## src/rtl/jtframe_prog_fifo.sv

```systemverilog
// Buffers the byte-wide ioctl download stream and drains it as 16-bit,
// bank-routed SDRAM programming writes with a simple request/ack handshake.
module jtframe_prog_fifo #(
    parameter int          SDRAMW    = 23,
    parameter int          BANKS     = 4,
    parameter int          DEPTH     = 8,
    parameter logic [24:0] BA1_START = 25'h040000,
    parameter logic [24:0] BA2_START = 25'h080000,
    parameter logic [24:0] BA3_START = 25'h0C0000
)(
    input  logic                     clk_rom,
    input  logic                     rst_n,
    input  logic                     downloading,
    input  logic [24:0]              ioctl_addr,
    input  logic [7:0]               ioctl_data,
    input  logic                     ioctl_wr,
    output logic [SDRAMW-1:0]        prog_addr,
    output logic [15:0]              prog_data,
    output logic [1:0]               prog_mask,
    output logic [1:0]               prog_ba,
    output logic                     prog_we,
    input  logic                     prog_rdy,
    output logic [$clog2(DEPTH):0]   fifo_level,
    output logic                     overflow,
    output logic                     dwnld_busy
);
    localparam int AW = $clog2(DEPTH);
    localparam int EW = 2 + SDRAMW + 2 + 8;

    typedef enum logic { IDLE, WAIT } state_t;

    logic [1:0]        bank;
    logic [24:0]       bstart, offset;
    logic [SDRAMW-1:0] waddr;
    logic [1:0]        wmask;
    logic [EW-1:0]     wentry, head;

    always_comb begin
        bank   = 2'd0;
        bstart = '0;
        if (BANKS > 3 && ioctl_addr >= BA3_START) begin
            bank   = 2'd3;
            bstart = BA3_START;
        end else if (BANKS > 2 && ioctl_addr >= BA2_START) begin
            bank   = 2'd2;
            bstart = BA2_START;
        end else if (BANKS > 1 && ioctl_addr >= BA1_START) begin
            bank   = 2'd1;
            bstart = BA1_START;
        end
    end

    // Word address wraps silently inside the bank when SDRAMW is narrow
    assign offset = ioctl_addr - bstart;
    assign waddr  = SDRAMW'(offset[24:1]);
    assign wmask  = offset[0] ? 2'b01 : 2'b10;
    assign wentry = {bank, waddr, wmask, ioctl_data};

    logic [EW-1:0] mem_q [DEPTH];
    logic [AW:0]   wr_ptr_q, wr_ptr_d, rd_ptr_q, rd_ptr_d;
    logic          full, empty, push, pop, drop;
    state_t        state_q, state_d;

    assign empty = (wr_ptr_q == rd_ptr_q);
    assign full  = (wr_ptr_q[AW] != rd_ptr_q[AW]) && (wr_ptr_q[AW-1:0] == rd_ptr_q[AW-1:0]);
    assign pop   = (state_q == WAIT) && prog_rdy;
    assign push  = ioctl_wr && (!full || pop);
    assign drop  = ioctl_wr && full && !pop;
    assign head  = mem_q[rd_ptr_q[AW-1:0]];

    assign wr_ptr_d   = wr_ptr_q + {{AW{1'b0}}, push};
    assign rd_ptr_d   = rd_ptr_q + {{AW{1'b0}}, pop};
    assign fifo_level = wr_ptr_q - rd_ptr_q;

    always_ff @(posedge clk_rom) begin
        if (push) mem_q[wr_ptr_q[AW-1:0]] <= wentry;
    end

    logic [SDRAMW-1:0] addr_q, addr_d;
    logic [15:0]       data_q, data_d;
    logic [1:0]        mask_q, mask_d, ba_q, ba_d;
    logic              we_q, we_d, ovf_q, ovf_d, busy_q, busy_d, dl_q;

    always_comb begin
        state_d = state_q;
        we_d    = we_q;
        addr_d  = addr_q;
        data_d  = data_q;
        mask_d  = mask_q;
        ba_d    = ba_q;
        case (state_q)
            IDLE: if (!empty) begin
                ba_d    = head[EW-1 -: 2];
                addr_d  = head[EW-3 -: SDRAMW];
                mask_d  = head[9:8];
                data_d  = {head[7:0], head[7:0]};
                we_d    = 1'b1;
                state_d = WAIT;
            end
            WAIT: if (prog_rdy) begin
                we_d    = 1'b0;
                state_d = IDLE;
            end
            default: state_d = IDLE;
        endcase
    end

    // A drop in the same cycle as a new download start still counts
    always_comb begin
        ovf_d = ovf_q;
        if (downloading && !dl_q) ovf_d = 1'b0;
        if (drop)                 ovf_d = 1'b1;
    end

    assign busy_d = downloading || (wr_ptr_d != rd_ptr_d) || (state_d == WAIT);

    always_ff @(posedge clk_rom or negedge rst_n) begin
        if (!rst_n) begin
            state_q  <= IDLE;
            wr_ptr_q <= '0;
            rd_ptr_q <= '0;
            we_q     <= 1'b0;
            addr_q   <= '0;
            data_q   <= '0;
            mask_q   <= 2'b11;
            ba_q     <= 2'd0;
            ovf_q    <= 1'b0;
            busy_q   <= 1'b0;
            dl_q     <= 1'b0;
        end else begin
            state_q  <= state_d;
            wr_ptr_q <= wr_ptr_d;
            rd_ptr_q <= rd_ptr_d;
            we_q     <= we_d;
            addr_q   <= addr_d;
            data_q   <= data_d;
            mask_q   <= mask_d;
            ba_q     <= ba_d;
            ovf_q    <= ovf_d;
            busy_q   <= busy_d;
            dl_q     <= downloading;
        end
    end

    assign prog_we    = we_q;
    assign prog_addr  = addr_q;
    assign prog_data  = data_q;
    assign prog_mask  = mask_q;
    assign prog_ba    = ba_q;
    assign overflow   = ovf_q;
    assign dwnld_busy = busy_q;
endmodule

```

## config.mk

```make
export PLATFORM = sky130hd
export DESIGN_NAME = jtframe_prog_fifo
export DESIGN_NICKNAME = d
export VERILOG_FILES = /design/src/rtl/jtframe_prog_fifo.sv
export SDC_FILE = /design/constraint.sdc
export NUM_CORES = 1
export LEC_CHECK = 0
export ABC_AREA = 1
export BUFFER_PORTS_ARGS = -buffer_cell sky130_fd_sc_hd__buf_2
export CAP_MARGIN = 20
export CORE_MARGIN = 2
export CORE_UTILIZATION = 50
export DETAILED_ROUTE_END_ITERATION = 8
export GPL_ROUTABILITY_DRIVEN = 0
export GPL_TIMING_DRIVEN = 0
export PLACE_DENSITY = 0.67
export SLEW_MARGIN = 20
export SYNTH_ARGS = -nofsm -noshare
export SYNTH_HDL_FRONTEND = slang
export SYNTH_SLANG_ARGS = --single-unit
```

## constraint.sdc

```tcl
create_clock -name clk_rom -period 11.3 [get_ports clk_rom]
set_input_delay 1.695 -clock clk_rom [delete_from_list [all_inputs] [get_ports clk_rom]]
set_output_delay 1.695 -clock clk_rom [all_outputs]
set_load 0.03 [all_outputs]
```

# Word-level counts from Yosys, hierarchy flattened
# Memory sizes are Yosys's and may differ from the RTL's.
# Index checks and enable logic that the tools add are counted.
[classes]
eq_ne = 6
n_reduce_logical = 15
order_cmp = 3
add_sub_neg = 4
bitwise_logic = 2
mux = 17
[op_table]
columns = ["cell", "n"]
rows = [
  [">= comparator 25 x 20 -> 1 bit (second input constant)", 2],
  [">= comparator 25 x 19 -> 1 bit (second input constant)", 1],
  ["two-way mux 24 bit", 1],
  ["subtractor 24 bit", 1],
  ["two-way mux 20 bit", 1],
  ["two-way mux 19 bit", 1],
  ["two-way mux 1 bit", 9],
  ["adder 4 x 1 -> 4 bit", 2],
  ["logical AND 1 bit", 6],
  ["two-way mux 2 bit", 3],
  ["== test 4 bit", 1],
  ["inequality test 2 bit (second input constant)", 2],
  ["inequality test 4 bit", 1],
  ["case mux 1 bit (2 select lines)", 2],
  ["AND reduction 2 bit", 2],
  ["subtractor 4 bit", 1],
  ["== test 3 bit", 1],
  ["logical NOT 1 bit", 3],
  ["logical OR 1 bit", 3],
  ["inverter 1 bit", 2],
  ["nonzero test 2 bit", 1],
  ["inequality test 1 bit", 1],
]
[totals]
register_bits = 56
mem_count = 1
ram_bits = 280
[memory_table]
columns = ["memory", "depth", "word_bits", "rd", "rd_clocked_by_memory_dff", "write_ports", "line_no", "text"]
rows = [
  ["mem_q", 8, 35, 1, 0, 1, "59", "logic [EW-1:0] mem_q [DEPTH];"],
]

# Longest topological paths before layout
# Gate-level depths: netlist of run 1.
[logic_depth]
depth_word = 9
depth_mapped = 18
depth_no_buf = 16

# Worst setup path after synthesis of run 1
# OpenSTA, ideal clock, no wires.
[synth_timing]
path_type = "input -> register"
start = "in prog_rdy"
end = "mem mem_q[0][0] in the netlist's numbering (enable)"
slack_ps = 6389
setup_ps = 471
path_stages = 4
path_buffers = 0
required_time_ps = 10829
t_arrival_ps = 4440
cell_sequence = "nand2_1 -> nand4_1 -> nand2_1 -> nor3_1"
[synth_via]
elab_chain_len = 5
[synth_lines]
columns = ["element", "line_no", "text"]
rows = [
  ["start, declared", "22", "input logic prog_rdy,"],
  ["logical AND 1 bit", "66", "assign pop = (state_q == WAIT) && prog_rdy;"],
  ["logical OR 1 bit", "67", "assign push = ioctl_wr && (!full || pop);"],
  ["logical AND 1 bit", "67", ""],
  ["two-way mux 1 bit", "76", "if (push) mem_q[wr_ptr_q[AW-1:0]] <= wentry;"],
  ["two-way mux 1 bit (implied by the code)", "76", ""],
  ["end, declared", "59", ""],
]
# No other way between the ends.

# Worst setup path after layout of run 1
[layout_timing]
start = "reg rd_ptr_q[2]"
end = "out fifo_level[3]"
[layout_via]
elab_chain_len = 1
[layout_lines]
columns = ["element", "line_no", "text"]
rows = [
  ["start, declared", "60", "logic [AW:0] wr_ptr_q, wr_ptr_d, rd_ptr_q, rd_ptr_d;"],
  ["start signal, assigned", "133", "rd_ptr_q <= rd_ptr_d;"],
  ["subtractor 4 bit", "73", "assign fifo_level = wr_ptr_q - rd_ptr_q;"],
  ["end, declared", "23", "output logic [$clog2(DEPTH):0] fifo_level,"],
]
# No other way between the ends.

==> flow_summary.ini, run 1 <==
[timing]
slew_viol_final = 0
rsz0062_at_grt = no
tightest_slew_ns = 0.811
max_freq_ghz = 0.218
hold_violations = 0
finalWorstPathRequiredPeriod_ns = 4.58
skew_ns = 0.0149
setup_viol_count_final = 0
tns_ns = 0
slew_headroom_pct = 45.6
fin_crit_sh_pct = 40.5

[drt]
vias = 9374
firstDrtPassIters = 5
ant_nets = 0
wl_um = 32800
drc_errors = 0
viasPerCell = 5.26
post_drt_wl_per_cell_um = 18.4
drt_iter0_markers = 795

[cts]
cts_tree = yes
cts-root-buf = clkbuf_16
clock_latency_ns = 0.51
htreeDepth = 2
clock_path_buffers = 3
post_cts_buffers = 0
cts_resized = 0
cts_buffers = 34
cts_hold_buf = 0
clock-sinks = 328
clkSlewWorstSetupHoldPaths_ns = 0.06

[grt]
overflow = 0
grt_pass1_vias = 9281
grt_use_total_pct = 23.3
antenna_found_initial = 3
grt_pass1_wl_um = 50400
grt_max_degree = 49

[layout]
nets = 1464
final_cells = 1783
final_cell_mix = nand2_1, edfxtp_1, nand3_1
mostFrequentLayoutCell = nand2_1
fill_cells = 2122
drive_gt1_share_pct = 16.6
final_area_mm2 = 0.0161
synthToLayoutAreaGrowth_pct = 16.8

[floorplanning]
num_rows = 60
die_y_um = 170
dieArea_mm2 = 0.0289
ios = 88
die_w_um = 170
initial_core_util_pct = 51.1
core_area_mm2 = 0.0270

[synthesis]
synth_area_leader_cell = edfxtp_1
ys_seq_area_share_pct = 69.8
synth_warnings = 0
syn-num-nets = 1306
netlist-cell-type-count = 27
yosysTopAreaCellShare_pct = 61.1
synth_seq_cells = 328
synth_cells = 1257
yosys-top-cells-area = edfxtp_1, nand2_1, dfrtp_1
syn_avg_cell_area_um2 = 10.9
syn_area_mm2 = 0.0138

[setup_path]
critPathKind = flop to output port
start_kind = flop
path_max_fanout = 10
crit_chain = inv_1 > buf_2 > clkbuf_1 > ha_1 > a21oi_1 > o21ai_0 > xor2_1 > buf_2
end_kind = output port
cp_num_buf_inv = 4
r2r_start = rd_ptr_q[2]$_DFF_PN0_
critical-path-slowest-cell = clkbuf_1
rrSetupSlack_ns = 7.49
ff2ff_path_depth = 11
worstPathArrival_ns = 2.88
crit_family = buffers and inverters
r2r-end = mem_q[1][28]$_DFFE_PP_
slowest_delay_ns = 0.53
worst_path_most_repeated_cell = buf_2
cp.required_ns = 9.61

[place]
dpl.hpwl_um = 21900
placed_area_mm2 = 0.0149
portBuffers = 87
placed_cells = 1720

[worst_hold_path]
worstHoldEndpoint = prog_addr[6]$_DFFE_PN0P_
min_from = prog_addr[6]$_DFFE_PN0P_
hp-class = flop to flop
holdPathStages = 2

[flow_run]
drv_cap = 0

[pwr]
power.leakage_nw = 6.97
vdd_drop_max_mv = 0.116
power_density_mw_per_mm2 = 281

[run_status]
outcome = finished, final reports clean
## tightest hold or removal path: cells and delay by family (launching register included)
| kind | cells | cell delay (ns) |
|---|---|---|
| DFF | 1 | 0.34 |
| and+or+nand+nor | 2 | 0.10 |
## power by group
| group | switching, mW | internal, mW |
|---|---|---|
| Sequential | 0.0893 | 1.57 |
| Clock | 0.444 | 0.675 |
| Combinational | 1.23 | 0.508 |
| Total | 1.76 | 2.75 |
## layer usage
metal | global-route usage [%] | up-vias | share of wire (%)
li1 | - | 4471 | -
met1 | 29.9 | 4484 | 41
met2 | 39.7 | 341 | 49
met3 | 4.12 | 76 | 7.1
met4 | 8.70 | 2 | 2.8
met5 | 0 | - | 0.040
## through the flow
step	total power, mW	worst slack, ns	hold WS, ns	utilization [%]
2_1_floorplan	2.82	6.39	0.452	-
3_3_place_gp	3.35	3.73	0.455	54.3
3_5_place_dp	3.41	7.22	0.461	55.5
4_1_cts	4.53	6.66	0.476	59.7
5_1_grt	4.77	6.50	0.499	59.7
6_report	4.52	6.72	0.473	59.7
## worst max-delay path by stage
stage                          start                      to  slack (ns)  cells past startpoint
6_report       rd_ptr_q[2]$_DFF_PN0_           fifo_level[3]        6.72                      8
5_1_grt        rd_ptr_q[2]$_DFF_PN0_           fifo_level[3]        6.50                      8
4_1_cts        rd_ptr_q[2]$_DFF_PN0_           fifo_level[3]        6.66                      8
3_5_place_dp   rd_ptr_q[2]$_DFF_PN0_           fifo_level[3]        7.22                      8
3_3_place_gp                prog_rdy  mem_q[5][31]$_DFFE_PP_        3.73                      5
2_1_floorplan               prog_rdy   mem_q[0][0]$_DFFE_PP_        6.39                      4
## kinds of logic (layout without fill, tap and decap cells)
kind of cell               Yosys count  after routing  synth area share [%]
and+or+nand+nor                    663            663                  19.9
DFF                                328            328                  69.8
buffers and inverters              207            391                  6.56
AOI/OAI and AO/OA                   42             42                  2.25
adders and majority gates           11             11                  1.11
xor gates and xnor gates             6              6                 0.382
other                                0              1                     0
## synth_stat cells
master and number:
buf_6 6, dfstp_2 2, a21oi_1 2, buf_1 10, inv_2 3, inv_1 135, edfxtp_1 280, xor2_1 4
inv_6 1, nand3_1 145, o21ai_0 4, nand2_2 5, buf_2 27, nor2_1 6, dfrtp_1 46, xnor2_1 2
fa_1 2, nor2_4 1, nand2_1 488, ha_1 9, nor3_1 10, nand2_4 2, clkbuf_1 14, nand4_1 6
a21oi_4 1, buf_4 11, o211ai_1 35
## registers in the layout, indices dropped and copies added (netlist names), 2 cells and up
name and cells:
rd_ptr_q 4, prog_addr 23, prog_mask 2, mem_q 280, prog_data 8, wr_ptr_q 4, prog_ba 2
## area by class of cell
class,instances,area [um2],share of cell area (%)
diodes,1,2.50,0.0156
plain buffers,68,375,2.33
clock buffers,51,1030,6.40
clock inverters,11,101,0.630
inverters,139,527,3.28
multi-input cells,722,3290,20.4
flip-flops and latches,328,9610,59.8
well taps,341,427,2.65
repair buffers,122,719,4.47
Power figures use the tool's default switching activity.
==> run 2, diff against run 1 <==
--- a/config.mk
+++ b/config.mk
@@ -13,7 +13,7 @@
 export DETAILED_ROUTE_END_ITERATION = 8
 export GPL_ROUTABILITY_DRIVEN = 0
 export GPL_TIMING_DRIVEN = 0
-export PLACE_DENSITY = 0.67
+export PLACE_DENSITY = 0.69
 export SLEW_MARGIN = 20
 export SYNTH_ARGS = -nofsm -noshare
 export SYNTH_HDL_FRONTEND = slang
==> constraint.sdc (replaced) <==
create_clock -name clk_rom -period 3.8 [get_ports clk_rom]
set_input_delay 0.57 -clock clk_rom [delete_from_list [all_inputs] [get_ports clk_rom]]
set_output_delay 0.57 -clock clk_rom [all_outputs]
set_load 0.03 [all_outputs]
==> flow_summary.ini, run 2 (synthesis gave the netlist of run 1 again) <==
[place]
dpl.hpwl_um = 22200
post-place-ws_ns = -0.106
portBuffers = 87
placed_area_mm2 = 0.0149

[floorplanning]
die_y_um = 170
num_rows = 60
die_w_um = 170
core_area_mm2 = 0.0270
ios = 88
initial_core_util_pct = 51.1
dieArea_mm2 = 0.0289

[layout]
final_area_mm2 = 0.0161
multi_input_area_mm2 = 0.00333
final_cell_mix = nand2_1, edfxtp_1, nand3_1
fill_cells = 2083
mostFrequentLayoutCell = nand2_1
synthToLayoutAreaGrowth_pct = 17.3
fin_util_pct = 59.9
largest_reg_flops = 280
nets = 1472
ff_latch_area_mm2 = 0.00961
drive_gt1_share_pct = 16.7

[pwr]
power.leakage_nw = 6.99
finalPower_mw = 13.4
vdd_drop_max_mv = 0.322
power_density_mw_per_mm2 = 831

[cts]
clock-sinks = 328
cts_tree = yes
cts_buffers = 34
cts-root-buf = clkbuf_16
clock_latency_ns = 0.51
clkSlewWorstSetupHoldPaths_ns = 0.06
htreeDepth = 2
clock_path_buffers = 3

[setup_path]
slowest_delay_ns = 0.55
worstPathArrival_ns = 3.65
r2r_start = rd_ptr_q[1]$_DFF_PN0_
crit_chain = inv_2 > clkbuf_1 > ha_1 > nand2_1 > nor2_4 > nand4_1 > nand2_2 > nor3_2 > buf_4 > buf_4
worst_path_most_repeated_cell = buf_4
critPathKind = flop to flop
path_max_fanout = 10
r2r-end = mem_q[5][30]$_DFFE_PP_
cp.required_ns = 4.01
rrSetupSlack_ns = 0.35
cp-startpoint = rd_ptr_q[1]$_DFF_PN0_
end_kind = flop
crit_family = buffers and inverters
start_kind = flop
cp_num_buf_inv = 4
critical-path-slowest-cell = clkbuf_1
ff2ff_path_depth = 10

[timing]
slew_headroom_pct = 50.4
finalWorstPathRequiredPeriod_ns = 3.45
skew_ns = 0.0164
rsz0062_at_grt = no
hold_violations = 0
max_freq_ghz = 0.290
setup_viol_count_final = 0
whs_ns = 0.115
slew_viol_final = 0
fin_crit_sh_pct = 90.7
setup_slack_ns = 0.355
tightest_slew_ns = 0.744

[drt]
wl_um = 33600
vias = 9591
drc_errors = 0
firstDrtPassIters = 5
ant_nets = 0
drt_iter0_markers = 960
post_drt_wl_per_cell_um = 18.7
viasPerCell = 5.36

[grt]
antenna_found_initial = 1
grt_pass1_wl_um = 50600
overflow = 0
grt_pass1_vias = 9269
grt_use_total_pct = 23.4
grt_max_degree = 49

[flow_run]
drv_cap = 0

[run_status]
outcome = finished, final reports clean

[worst_hold_path]
hp-class = input pin to asynchronous set/reset pin
run 2: power breakdown:
part	total, mW	switching (mW)	leakage, nW	internal [mW]
Combinational	5.28	3.73	3.39	1.55
Sequential	4.94	0.279	3.10	4.66
Clock	3.19	1.31	0.509	1.88
run 2: routing by layer:
| layer | track usage [%] | vias up | routed length, um |
|---|---|---|---|
| li1 | - | 4486 | - |
| met1 | 30.8 | 4568 | 13400 |
| met2 | 39.5 | 457 | 16500 |
| met3 | 3.95 | 80 | 2810 |
| met4 | 8.29 | 0 | 930 |
| met5 | 0 | - | 0 |
run 2: final cells by class:
type,count,share of cell area [%]
multi-input combinational,722,20.6
buffer,67,2.30
sequential,328,59.5
antenna,1,0.0155
tap,341,2.64
clock buffer,55,6.22
inverter,139,3.26
clock inverter,7,0.411
timing repair buffer,131,4.97
run 2: repair_timing:
action                                  in CTS  in global routing
gates resized for setup                      0                  8
pin swaps                                    0                  2
endpoints found under the setup margin      49                167
hold endpoints to repair                     0                  0
gates cloned                                 0                  0
setup buffers                                0                 11
hold buffers                                 0                  0
run 2: worst max-delay path by stage:
| stage | cells after the start | end | slack, ns |
|---|---|---|---|
| after global routing | 14 | dwnld_busy$_DFF_PN0_ | 0.14 |
| final | 10 | mem_q[5][30]$_DFFE_PP_ | 0.35 |
| after detailed placement | 12 | mem_q[2][1]$_DFFE_PP_ | -0.11 |
| after floorplan | 9 | mem_q[0][0]$_DFFE_PP_ | -0.72 |
| after global placement | 9 | mem_q[5][0]$_DFFE_PP_ | -3.56 |
| after CTS | 12 | mem_q[2][3]$_DFFE_PP_ | -0.11 |
run 2: worst register-to-register path: stages, from the launching register on:
cell	delay, ns
dfrtp_1	0.45
inv_2	0.20
clkbuf_1	0.56
ha_1	0.38
nand2_1	0.11
nor2_4	0.06
nand4_1	0.10
nand2_2	0.26
nor3_2	0.50
buf_4	0.29
buf_4	0.22
run 2: through the flow:
stage | TNS [ns] | instances
2_1_floorplan | -201.63 | 1257
3_3_place_gp | -939.46 | 1685
5_1_grt | 0 | 1790
3_5_place_dp | -2.19 | 1718
6_report | 0 | 1791
4_1_cts | -2.82 | 1780
==> run 3, diff against run 2 <==
--- a/config.mk
+++ b/config.mk
@@ -10,6 +10,7 @@
 export CAP_MARGIN = 20
 export CORE_MARGIN = 2
 export CORE_UTILIZATION = 50
+export CTS_BUF_LIST = sky130_fd_sc_hd__clkbuf_8
 export DETAILED_ROUTE_END_ITERATION = 8
 export GPL_ROUTABILITY_DRIVEN = 0
 export GPL_TIMING_DRIVEN = 0
==> flow_summary.ini, run 3 (synthesis gave the netlist of run 1 again) <==
[run_status]
outcome = finished, final reports clean

[pwr]
power_density_mw_per_mm2 = 807
power.leakage_nw = 7.07
vdd_drop_max_mv = 0.322

[layout]
ff_latch_area_mm2 = 0.00961
nets = 1489
fill_cells = 2139
synthToLayoutAreaGrowth_pct = 16.5
final_cell_mix = nand2_1, edfxtp_1, inv_1
fin_util_pct = 59.5
mostFrequentLayoutCell = nand2_1
largest_reg_flops = 280
drive_gt1_share_pct = 17.9
multi_input_area_mm2 = 0.00333

[floorplanning]
core_area_mm2 = 0.0270
num_rows = 60
die_y_um = 170
die_w_um = 170
ios = 88
dieArea_mm2 = 0.0289
initial_core_util_pct = 51.1

[timing]
rsz0062_at_grt = no
slew_viol_final = 0
slew_headroom_pct = 49.2
finalWorstPathRequiredPeriod_ns = 3.44
fin_crit_sh_pct = 90.6
max_freq_ghz = 0.291
whs_ns = 0.0621
setup_viol_count_final = 0
tns_ns = 0
tightest_slew_ns = 0.763
hold_violations = 0
setup_slack_ns = 0.358
skew_ns = 0.0134

[setup_path]
crit_chain = inv_2 > clkbuf_1 > ha_1 > nand2_1 > nor2_4 > nand4_1 > nand2_2 > nor3_2 > buf_4 > buf_4
critical-path-slowest-cell = clkbuf_1
start_kind = flop
cp.required_ns = 4.06
critPathKind = flop to flop
path_max_fanout = 10
worstPathArrival_ns = 3.71
end_kind = flop
slowest_delay_ns = 0.55
worst_path_most_repeated_cell = buf_4

[cts]
cts_tree = yes
clkSlewWorstSetupHoldPaths_ns = 0.06
htreeDepth = 2
cts-root-buf = clkbuf_8
clock_latency_ns = 0.57
cts_hold_buf = 0
cts_buffers = 51
clock_path_buffers = 3
clock-sinks = 328

[grt]
grt_pass1_wl_um = 50400
antenna_found_initial = 1
overflow = 0
grt_max_degree = 49
grt-busiest-layer = met2
use_met3_pct = 3.26
grt_pass1_vias = 9235
grt_use_total_pct = 23.3
grt_use_met1_pct = 31.1
met2_usage_pct = 38.8

[drt]
post_drt_wl_per_cell_um = 18.3
vias = 9573
wl_um = 33400
drc_errors = 0
viasPerCell = 5.25
ant_nets = 0
drt_iter0_markers = 922
firstDrtPassIters = 5

[place]
portBuffers = 87
post-place-ws_ns = -0.106
dpl.hpwl_um = 22200

[worst_hold_path]
hp-class = input pin to asynchronous set/reset pin

[flow_run]
drv_cap = 0
[run 3: through the flow]
| step | total power, mW | area, um2 | instances |
|---|---|---|---|
| 2_1_floorplan | 8.39 | 13800 | 1257 |
| 3_3_place_gp | 9.96 | 14600 | 1685 |
| 3_5_place_dp | 10.2 | 14900 | 1718 |
| 4_1_cts | 12.9 | 15900 | 1813 |
| 5_1_grt | 13.7 | 16000 | 1823 |
| 6_report | 12.9 | 16000 | 1824 |
[run 3: power breakdown]
part	switching, mW	leakage [nW]	total, mW	internal, mW
Combinational	3.71	3.39	5.26	1.55
Sequential	0.280	3.10	4.95	4.66
Clock	1.32	0.587	2.73	1.41
Total	5.31	7.07	12.9	7.63
[run 3: per-layer routing]
layer / vias to the layer above / wire, um
li1: 4531 / -
met1: 4557 / 13700
met2: 405 / 16200
met3: 80 / 2450
met4: 0 / 1020
met5: - / 0
[run 3: final timing paths]
check | from | endpoint | slack [ns] | depth (start not counted)
worst max-delay path | rd_ptr_q[1]$_DFF_PN0_ | mem_q[5][32]$_DFFE_PP_ | 0.36 | 10
worst min-delay path | rst_n | prog_addr[0]$_DFFE_PN0P_ | 0.06 | 1
worst max register to register | rd_ptr_q[1]$_DFF_PN0_ | mem_q[5][32]$_DFFE_PP_ | 0.36 | 10
worst min register to register | prog_mask[1]$_DFFE_PN1P_ | prog_mask[1]$_DFFE_PN1P_ | 0.47 | 2
max in group asynchronous | rst_n | prog_addr[15]$_DFFE_PN0P_ | 3.25 | 1
min in group clk_rom | downloading | dl_q$_DFF_PN0_ | 0.16 | 1
[run 3: final cells by class]
type,instances,share of cell area (%)
multi-input combinational,722,20.8
inverter,139,3.29
tap,341,2.66
buffer,67,2.32
timing repair buffer,131,5.00
sequential,328,60.0
antenna,1,0.0156
clock buffer,59,5.07
clock inverter,36,0.898
[run 3: timing repair]
| item | 4_1_cts | 5_1_grt |
|---|---|---|
| buffers inserted | 0 | 11 |
| endpoints found under the setup margin | 50 | 190 |
| pin swaps | 0 | 1 |
| gates resized for setup | 1 | 7 |
[run 3: worst max-delay path: cells and delay by family, from the launching register on]
| family | cells | cell delay [ns] |
|---|---|---|
| buf+inv | 4 | 1.26 |
| simple gates | 5 | 1.03 |
| fa+ha+maj | 1 | 0.37 |
| flops | 1 | 0.45 |
